[src/rtl/dmem_arbiter_pkg.sv]
// Shared definitions for the two-requester data-memory arbiter:
// default widths, FSM state encoding, requester id type and the
// statistics counter width with its saturating increment.
package dmem_pkg;

  localparam int AW_DEF = 8;
  localparam int DW_DEF = 8;
  localparam int STAT_W = 16;

  typedef enum logic [1:0] {
    IDLE,
    ISSUE,
    CAPTURE
  } state_t;

  typedef logic req_id_t;

  // Increment that sticks at all-ones instead of wrapping.
  function automatic logic [STAT_W-1:0] sat_inc(input logic [STAT_W-1:0] v);
    return (v == '1) ? v : v + 1'b1;
  endfunction

endpackage

[src/rtl/dmem_arbiter_if.sv]
// Requester handshake and memory-port bundle for dmem_arbiter.
// slave  : the arbiter side (drives ready, responses and the memory port).
// master : the requester/memory side.
interface dmem_arbiter_if
  import dmem_pkg::*;
#(
  parameter int AW = AW_DEF,
  parameter int DW = DW_DEF
);

  logic [1:0]    req_valid;
  logic [1:0]    req_ready;
  logic [1:0]    req_we;
  logic [AW-1:0] req_addr0;
  logic [AW-1:0] req_addr1;
  logic [DW-1:0] req_wdata0;
  logic [DW-1:0] req_wdata1;
  logic [1:0]    rsp_valid;
  logic [DW-1:0] rsp_rdata;
  logic [AW-1:0] mem_addr;
  logic          mem_we;
  logic [DW-1:0] mem_in_data;
  logic [DW-1:0] mem_out_data;

  modport slave (
    input  req_valid, req_we, req_addr0, req_addr1, req_wdata0, req_wdata1,
    input  mem_out_data,
    output req_ready, rsp_valid, rsp_rdata, mem_addr, mem_we, mem_in_data
  );

  modport master (
    output req_valid, req_we, req_addr0, req_addr1, req_wdata0, req_wdata1,
    output mem_out_data,
    input  req_ready, rsp_valid, rsp_rdata, mem_addr, mem_we, mem_in_data
  );

endinterface

[src/rtl/dmem_arbiter_rr_arb2.sv]
// Combinational two-way grant: a lone requester always wins; on a tie the
// requester that was not served last wins, or requester 0 when fixed
// priority is selected. Output is one-hot (or zero when nobody requests).
module rr_arb2
  import dmem_pkg::*;
(
  input  logic [1:0] req_i,
  input  req_id_t    last_grant_i,
  input  logic       fixed_prio_i,
  output logic [1:0] gnt_o
);

  // Grant decode from the request pattern and the tie-break policy.
  always_comb begin
    gnt_o = 2'b00;
    unique case (req_i)
      2'b01:   gnt_o = 2'b01;
      2'b10:   gnt_o = 2'b10;
      2'b11:   gnt_o = (fixed_prio_i || last_grant_i) ? 2'b01 : 2'b10;
      default: gnt_o = 2'b00;
    endcase
  end

endmodule

[src/rtl/dmem_arbiter.sv]
// Shares one synchronous single-port data memory between two requesters.
// Each access runs IDLE -> ISSUE -> CAPTURE -> IDLE: the command is held on
// the memory port for one cycle, the same address is then read back with
// we=0, and the readback is returned as a one-cycle response pulse.
// Writes return the written data as an acknowledge.
// Optional: define DMEM_ARB_STATS_EN to add saturating grant/conflict counters.
module dmem_arbiter
  import dmem_pkg::*;
#(
  parameter int AW         = AW_DEF,
  parameter int DW         = DW_DEF,
  parameter int FIXED_PRIO = 0
) (
  input  logic               clk,
  input  logic               rst,
  dmem_arbiter_if.slave      bus
`ifdef DMEM_ARB_STATS_EN
  ,
  output logic [STAT_W-1:0]  stat_grant0,
  output logic [STAT_W-1:0]  stat_grant1,
  output logic [STAT_W-1:0]  stat_conflict
`endif
);

  state_t        state_q, state_d;
  req_id_t       owner_q, owner_d;
  req_id_t       last_q, last_d;
  logic [AW-1:0] addr_q, addr_d;
  logic          we_q, we_d;
  logic [DW-1:0] wdata_q, wdata_d;
  logic [DW-1:0] rdata_q, rdata_d;
  logic [1:0]    rsp_q, rsp_d;
  logic [1:0]    gnt;
  logic [1:0]    hs;

  rr_arb2 u_arb (
    .req_i        (bus.req_valid),
    .last_grant_i (last_q),
    .fixed_prio_i (FIXED_PRIO != 0),
    .gnt_o        (gnt)
  );

  // Ready only for the winner and only while no transaction is in flight.
  assign bus.req_ready = (state_q == IDLE) ? gnt : 2'b00;
  assign hs            = bus.req_valid & bus.req_ready;

  assign bus.mem_addr    = addr_q;
  assign bus.mem_we      = we_q;
  assign bus.mem_in_data = wdata_q;
  assign bus.rsp_valid   = rsp_q;
  assign bus.rsp_rdata   = rdata_q;

  // Next-state and memory-port sequencing for one access at a time.
  always_comb begin
    state_d = state_q;
    owner_d = owner_q;
    last_d  = last_q;
    addr_d  = addr_q;
    we_d    = we_q;
    wdata_d = wdata_q;
    rdata_d = rdata_q;
    rsp_d   = 2'b00;
    unique case (state_q)
      IDLE: begin
        if (hs != 2'b00) begin
          owner_d = hs[1];
          addr_d  = hs[1] ? bus.req_addr1 : bus.req_addr0;
          wdata_d = hs[1] ? bus.req_wdata1 : bus.req_wdata0;
          we_d    = bus.req_we[hs[1]];
          state_d = ISSUE;
        end
      end
      ISSUE: begin
        // Memory executes the command at this edge; next cycle re-reads.
        we_d    = 1'b0;
        state_d = CAPTURE;
      end
      CAPTURE: begin
        rdata_d         = bus.mem_out_data;
        rsp_d[owner_q]  = 1'b1;
        last_d          = owner_q;
        state_d         = IDLE;
      end
      default: state_d = IDLE;
    endcase
  end

  // State and memory-port registers; reset drops mem_we at once.
  always_ff @(posedge clk or posedge rst) begin
    if (rst) begin
      state_q <= IDLE;
      owner_q <= 1'b0;
      last_q  <= 1'b1;
      addr_q  <= '0;
      we_q    <= 1'b0;
      wdata_q <= '0;
      rdata_q <= '0;
      rsp_q   <= 2'b00;
    end else begin
      state_q <= state_d;
      owner_q <= owner_d;
      last_q  <= last_d;
      addr_q  <= addr_d;
      we_q    <= we_d;
      wdata_q <= wdata_d;
      rdata_q <= rdata_d;
      rsp_q   <= rsp_d;
    end
  end

`ifdef DMEM_ARB_STATS_EN
  logic [STAT_W-1:0] g0_q, g1_q, cf_q;

  // Saturating counters of handshakes per requester and contended IDLE cycles.
  always_ff @(posedge clk or posedge rst) begin
    if (rst) begin
      g0_q <= '0;
      g1_q <= '0;
      cf_q <= '0;
    end else begin
      if (hs[0]) g0_q <= sat_inc(g0_q);
      if (hs[1]) g1_q <= sat_inc(g1_q);
      if ((state_q == IDLE) && (&bus.req_valid)) cf_q <= sat_inc(cf_q);
    end
  end

  assign stat_grant0   = g0_q;
  assign stat_grant1   = g1_q;
  assign stat_conflict = cf_q;
`endif

endmodule

[src/flat_wrapper.sv]
// flat-port wrapper written by rule: the top's interface ports become plain ports
module dmem_arbiter_flat import dmem_pkg::*;
#(
  parameter int AW         = AW_DEF,
  parameter int DW         = DW_DEF,
  parameter int FIXED_PRIO = 0
)
  (clk, rst, bus_req_valid, bus_req_we, bus_req_addr0, bus_req_addr1, bus_req_wdata0, bus_req_wdata1, bus_mem_out_data, bus_req_ready, bus_rsp_valid, bus_rsp_rdata, bus_mem_addr, bus_mem_we, bus_mem_in_data);
  dmem_arbiter_if #(.AW(AW), .DW(DW)) bus_i ();
  input  logic clk;
  input  logic rst;
  input wire logic [$bits(bus_i.req_valid)-1:0] bus_req_valid;
  input wire logic [$bits(bus_i.req_we)-1:0] bus_req_we;
  input wire logic [$bits(bus_i.req_addr0)-1:0] bus_req_addr0;
  input wire logic [$bits(bus_i.req_addr1)-1:0] bus_req_addr1;
  input wire logic [$bits(bus_i.req_wdata0)-1:0] bus_req_wdata0;
  input wire logic [$bits(bus_i.req_wdata1)-1:0] bus_req_wdata1;
  input wire logic [$bits(bus_i.mem_out_data)-1:0] bus_mem_out_data;
  output wire logic [$bits(bus_i.req_ready)-1:0] bus_req_ready;
  output wire logic [$bits(bus_i.rsp_valid)-1:0] bus_rsp_valid;
  output wire logic [$bits(bus_i.rsp_rdata)-1:0] bus_rsp_rdata;
  output wire logic [$bits(bus_i.mem_addr)-1:0] bus_mem_addr;
  output wire logic [$bits(bus_i.mem_we)-1:0] bus_mem_we;
  output wire logic [$bits(bus_i.mem_in_data)-1:0] bus_mem_in_data;
  assign bus_i.req_valid = bus_req_valid;
  assign bus_i.req_we = bus_req_we;
  assign bus_i.req_addr0 = bus_req_addr0;
  assign bus_i.req_addr1 = bus_req_addr1;
  assign bus_i.req_wdata0 = bus_req_wdata0;
  assign bus_i.req_wdata1 = bus_req_wdata1;
  assign bus_i.mem_out_data = bus_mem_out_data;
  assign bus_req_ready = bus_i.req_ready;
  assign bus_rsp_valid = bus_i.rsp_valid;
  assign bus_rsp_rdata = bus_i.rsp_rdata;
  assign bus_mem_addr = bus_i.mem_addr;
  assign bus_mem_we = bus_i.mem_we;
  assign bus_mem_in_data = bus_i.mem_in_data;
  dmem_arbiter #(.AW(AW), .DW(DW), .FIXED_PRIO(FIXED_PRIO)) u_core (.clk(clk), .rst(rst), .bus(bus_i));
endmodule
[config.mk]
export PLATFORM = sky130hd
export DESIGN_NAME = dmem_arbiter_flat
export DESIGN_NICKNAME = d
export VERILOG_FILES = /design/src/rtl/dmem_arbiter_pkg.sv /design/src/rtl/dmem_arbiter_if.sv /design/src/rtl/dmem_arbiter_rr_arb2.sv /design/src/rtl/dmem_arbiter.sv /design/src/flat_wrapper.sv
export SDC_FILE = /design/constraint.sdc
export NUM_CORES = 1
export LEC_CHECK = 0
export BUFFER_PORTS_ARGS = -buffer_cell sky130_fd_sc_hd__buf_2
export CORE_MARGIN = 2
export CORE_UTILIZATION = 45
export DETAILED_ROUTE_END_ITERATION = 8
export GPL_ROUTABILITY_DRIVEN = 0
export PLACE_DENSITY = 0.89
export SLEW_MARGIN = 10
export SYNTH_ARGS = -nofsm -noshare
export SYNTH_HDL_FRONTEND = slang
export SYNTH_SLANG_ARGS = --single-unit
export TNS_END_PERCENT = 100
[constraint.sdc]
create_clock -name clk -period 1.6 [get_ports clk]
set_input_delay 0.32 -clock clk [delete_from_list [all_inputs] [get_ports clk]]
set_output_delay 0.32 -clock clk [all_outputs]
set_load 0.02 [all_outputs]
; ---- After elaboration in Yosys (flattened, before gate mapping)
; Cells that the tools add are included.
[word_totals]
regBits = 31
in_bits = 46
elab_cells = 38
[op_classes]
eq_ne = 6
n_mux = 14
magnitude_cmp = 3
bitwise_logic = 1
reduce_logical = 6
[op_table]
columns = cell, n
row1 = 8-bit 2-to-1 mux, 2
row2 = 2-bit 2-to-1 mux, 4
row3 = "2-bit == test, second input constant", 3
row4 = 2-bit one-hot mux with 3 select lines, 1
row5 = "2-bit by 1-bit == test with 1-bit output, second input constant", 2
row6 = "1-bit by 2-bit less-than comparator with 1-bit output, second input constant", 2
row7 = 1-bit 2-to-1 mux, 4
row8 = 2-bit one-hot mux with 2 select lines, 1
row9 = 2-bit AND reduction, 2
row10 = 2-bit nonzero test, 2
row11 = 2-bit bitwise AND, 1
row12 = 2-bit logical NOT, 1
row13 = "2-bit inequality test, second input constant", 1
row14 = 1-bit one-hot mux with 2 select lines, 1
row15 = 1-bit demux with 1-bit select, 1
row16 = "1-bit >= comparator, second input constant", 1
row17 = 1-bit logical AND, 1

; ---- Logic depth before layout (Yosys ltp)
[logic_depth]
ltp_word = 8
mapped_depth = 5
mapped_depth_nobuf = 4

; ---- Modules after synthesis
; From an unflattened synthesis, not the netlist that was laid out.
[hier_totals]
cells_unflattened = 102
area_unflattened_um2 = 1358.8
[by_module_without_submodules]
columns = mod, cells_per_inst, area_each_um2, seq_area_each_um2, instances
row1 = dmem_arbiter, 98, 1336.3, 777.0, 1
row2 = rr_arb2, 4, 22.5, 0.0, 1

; ---- Worst setup path before layout
; No wires, ideal clock.
[synth_timing]
path_kind = register to output
startpoint = register u_core.last_q
endpoint = output bus_req_ready[0]
path_stages_with_launch = 5
path_slack_ns = -0.007
arrival_ns = 1.287
required_ns = 1.280
n_path_buf = 2
cell_sequence = dfstp_2 nand2b_1 clkbuf_1 buf_2 and2_1
[synth_between]
elab_chain_cells = 3
[synth_lines]
columns = item, line
row1 = "start, declared", dmem_arbiter.sv:27  ; req_id_t last_q, last_d;
row2 = "start signal, assigned", dmem_arbiter.sv:102  ; last_q <= last_d;
row3 = 2-bit 2-to-1 mux, dmem_arbiter_rr_arb2.sv:19  ; 2'b11: gnt_o = (fixed_prio_i || last_grant_i) ? 2'b01 : 2'b10;
row4 = 2-bit one-hot mux with 3 select lines, dmem_arbiter_rr_arb2.sv:16  ; unique case (req_i)
row5 = 2-bit 2-to-1 mux, dmem_arbiter.sv:44  ; assign bus.req_ready = (state_q == IDLE) ? gnt : 2'b00;
row6 = "end, declared", flat_wrapper.sv:19  ; output wire logic [$bits(bus_i.req_ready)-1:0] bus_req_ready;
; Every way passes these cells.

; ---- Final worst setup path
[layout_timing]
startpoint = register u_core.state_q[0]
endpoint = output bus_req_ready[0]
[layout_between]
elab_chain_cells = 2
[layout_lines]
columns = item, line
row1 = "start, declared", dmem_arbiter.sv:25  ; state_t state_q, state_d;
row2 = "start signal, assigned", dmem_arbiter.sv:100  ; state_q <= state_d;
row3 = 2-bit logical NOT, dmem_arbiter.sv:44
row4 = 2-bit 2-to-1 mux, dmem_arbiter.sv:44
; Every way passes these cells.

==> results.md <==
* Status: finished, violations left
* Failing checks: negative setup slack
* Initial antenna violation count at 0
* Diodes inserted at 0
* Slew HR at 0.692
* Worst-path maximum fanout at 4
* Largest net degree at the start of global routing at 32
* WHS at ~0.06 ns
* DRT Wirelength at between 3 and 4 mm
* Lkg Pwr at between 1 and 1.5 nW
* Yosys warns at 0
* Sequential-to-total area share from yosys stat at 0.532
* H-tree levels at 2
* Slew Viols, Final at 0
* Clock Power Share at 0.122
* Crit path DAT at 1.30 ns
* R2R depth at 6
* Switching Share at 0.421
* Power, Total at around 4.2 mW
* TNS Setup at -0.0353 ns
* Largest family of logic cells by synthesized area: compound AO/OA/AOI/OAI gates
* Least-Margin Pin Slew at approximately 0.46 ns
* Max_cap viols at 0
* Clock tree buffer depth at 2
* Share of cells above drive strength 1 at 0.548
* Startpoint Class: flop
* Worst-path cell chain: buf_6 > nor3b_4 > and2_4 > buf_6
* Number of routed nets with antenna violations at 0
* Total Nets Final at ~250
* Req. time, crit path at ~1.3 ns
* Synth Area in XOR/XNOR at 0
* Cell count after synthesis at roughly 120
* Cell mode on critical path: buf_6
* Final setup vio count at 2
* Post-synthesis adder-cell area fraction at 0
* Reg2Reg Setup Slack at ~0.010 ns
* Gr usage total at 0.218
* Pwr Density at 2080 mW/mm2
* RSZ-0062 raised after global routing: true
* Clk Latency, worst-skew pair at between 0.3 and 0.4 ns
* Root buffer cell: clkbuf_4
* Mux cell area share after synthesis at 0.0616
* Internal power at roughly 2.4 mW
* Die Span Y at between 60 and 70 um
* Pre-antenna DRT Iters at 4
* Crit-path slowest cell: dfrtp_1
* P&R area growth vs syn at 38.4%
* Vias at between 1000 and 1500
* Synth Flop Type: dfrtp_1
* Count of cell types in the netlist at 24
* Sequential Power Share at 0.334
* Hold Buf Count CTS at 0
* Port Buf Inserts at 74
* Setup crit end kind: primary output
* First-pass GRT wire length at approximately 6 mm
* Worst stage delay on the critical path at around 0.39 ns
* CTS tree: yes
* 1st-iter DRT viols at 32
* Reg2reg end: u_core.bus.mem_in_data[2]$_DFFE_PP0P_
* Fin crit share at 1.01
* Fillers at 270
* Placed insts at between 200 and 250
* Die Wd at between 60 and 70 um
* Final worst slack at -0.0186 ns
* FFs w/ async S/R, synth at 1.00
* Synthesis-stage register bit count at 31
* Hold Path Class: in2async
* WL per Instance at approximately 15 um
* Post-route cell area at ~0.002 mm2
* Final Non-Filler Cells at between 200 and 300
* Power share of the combinational group at 0.545
* # rows at 20
* Commonest non-fill, non-tap cell in the layout: buf_2
* Sw Pwr at ~1.8 mW
* Initial Utilization at 0.475
* Grt ovf at 0
* Worst R2R Start: u_core.state_q[1]$_DFFE_PP0P_
* Fmax at 618 MHz
* Core area at just over 0.003 mm2
* Skew final at between 0.005 and 0.006 ns
* Syn_nets at roughly 170
* VDD IR max at about 1.3 mV
* Via density at 5.41
* Clk sinks at 31
* Area after DPL at 0.00188 mm2
* Synth Area in Compound Gates at 0.270
* DRC at 0
* Die area at about 0.0037 mm2
* Worst-path clk slew at 0.09 ns
* Final hold violations at 0
* Final min period at about 1.6 ns
* Post-synth EDFFs at 0
* Final HPWL DP at ~2.7 mm
* Synth Area in Simple Gates at 0.0762
* Cts bufs inserted at 5
* Critical path type: reg2out
* Number of I/O pins at 75
* Cell area after synthesis at roughly 0.0015 mm2
* Average cell area after synthesis at 11.9 um2
* Vias in the first global route at approximately 1400
* Commonest cells after routing, fill and taps aside: buf_2 (72), dfrtp_1 (29), a32oi_1 (15), a21oi_1 (15), buf_4 (15)
## logic make-up after synthesis
| group | after synthesis |
|---|---|
| AOI/OAI and AO/OA | 51 |
| buffers and inverters | 17 |
| DFF | 31 |
| muxes | 8 |
| and+or+nand+nor | 16 |
## cell type report
type	instances	area (um2)	share of cell area
clock buffers	8	68.8	0.0340
well taps	44	55.1	0.0272
repair buffers	90	507	0.251
flip-flops and latches	31	778	0.385
inverters	4	15.0	0.00743
multi-input cells	75	598	0.296
## layer usage
metal,vias up,part of all wire,global-route usage
met3,7,0.056,0.0512
met4,0,0.017,0.0932
met1,660,0.40,0.277
met2,58,0.53,0.358
met5,-,0,0
li1,638,-,-
## what timing repair did
action / 4_1_cts / 5_1_grt
buffers inserted: 7 / 0
endpoints found under the hold margin: 0 / 0
gates resized for setup: 8 / 0
pin swaps: 3 / 1
setup endpoints to repair: 2 / 4
## critical path, delay by kind of cell (launching register included)
kind / cells / cell delay [ns]
buffers and inverters: 2 / 0.24
DFF: 1 / 0.39
and+or+nand+nor: 2 / 0.35
## power by group through the flow
stage,Sequential [mW],Clock (mW),Combinational (mW)
final,1.40,0.510,2.29
after CTS,1.40,0.526,2.29
after floorplan,1.78,0,1.13
after global routing,1.45,0.555,2.49
after global placement,1.40,0,2.09
after detailed placement,1.42,0,2.13
## Yosys cell counts (3+ instances only)
cell type | n | area [um2]
mux2_2 | 8 | 90.1
and3_1 | 4 | 25.0
clkbuf_1 | 3 | 11.3
o2bb2ai_1 | 14 | 123
a21oi_1 | 15 | 75.1
dfrtp_1 | 30 | 751
buf_2 | 8 | 40.0
a32oi_1 | 15 | 131
inv_1 | 4 | 15.0
## worst max path at each step
stage,startpoint,to,slack (ns),cells past startpoint
2_1_floorplan,u_core.last_q$_DFFE_PP1N_,bus_req_ready[0],0.03,4
5_1_grt,u_core.state_q[0]$_DFFE_PP0P_,bus_req_ready[0],-0.09,4
3_3_place_gp,bus_req_valid[1],bus_req_ready[0],0.21,5
6_report,u_core.state_q[0]$_DFFE_PP0P_,bus_req_ready[0],-0.02,4
3_5_place_dp,u_core.state_q[1]$_DFFE_PP0P_,u_core.bus.rsp_rdata[4]$_DFFE_PP0N_,0.17,2
4_1_cts,u_core.state_q[0]$_DFFE_PP0P_,bus_req_ready[1],-0.08,5
## per-stage QoR
stage / util / setup WS [ns]
finish: 0.657 / -0.0186
CTS: 0.657 / -0.0769
floorplan: - / 0.0271
global placement: 0.611 / 0.208
global route: 0.657 / -0.0881
detailed placement: 0.611 / 0.168
## sequential cells by signal, indices dropped and copies added, names as in the netlist
name	cells
u_core.bus.mem_addr	8
u_core.bus.mem_in_data	8
u_core.bus.rsp_rdata	8
u_core.bus.rsp_valid	2
u_core.state_q	2
u_core.bus.mem_we	1
u_core.last_q	1
u_core.owner_q	1
Power figures use the tool's default switching activity.
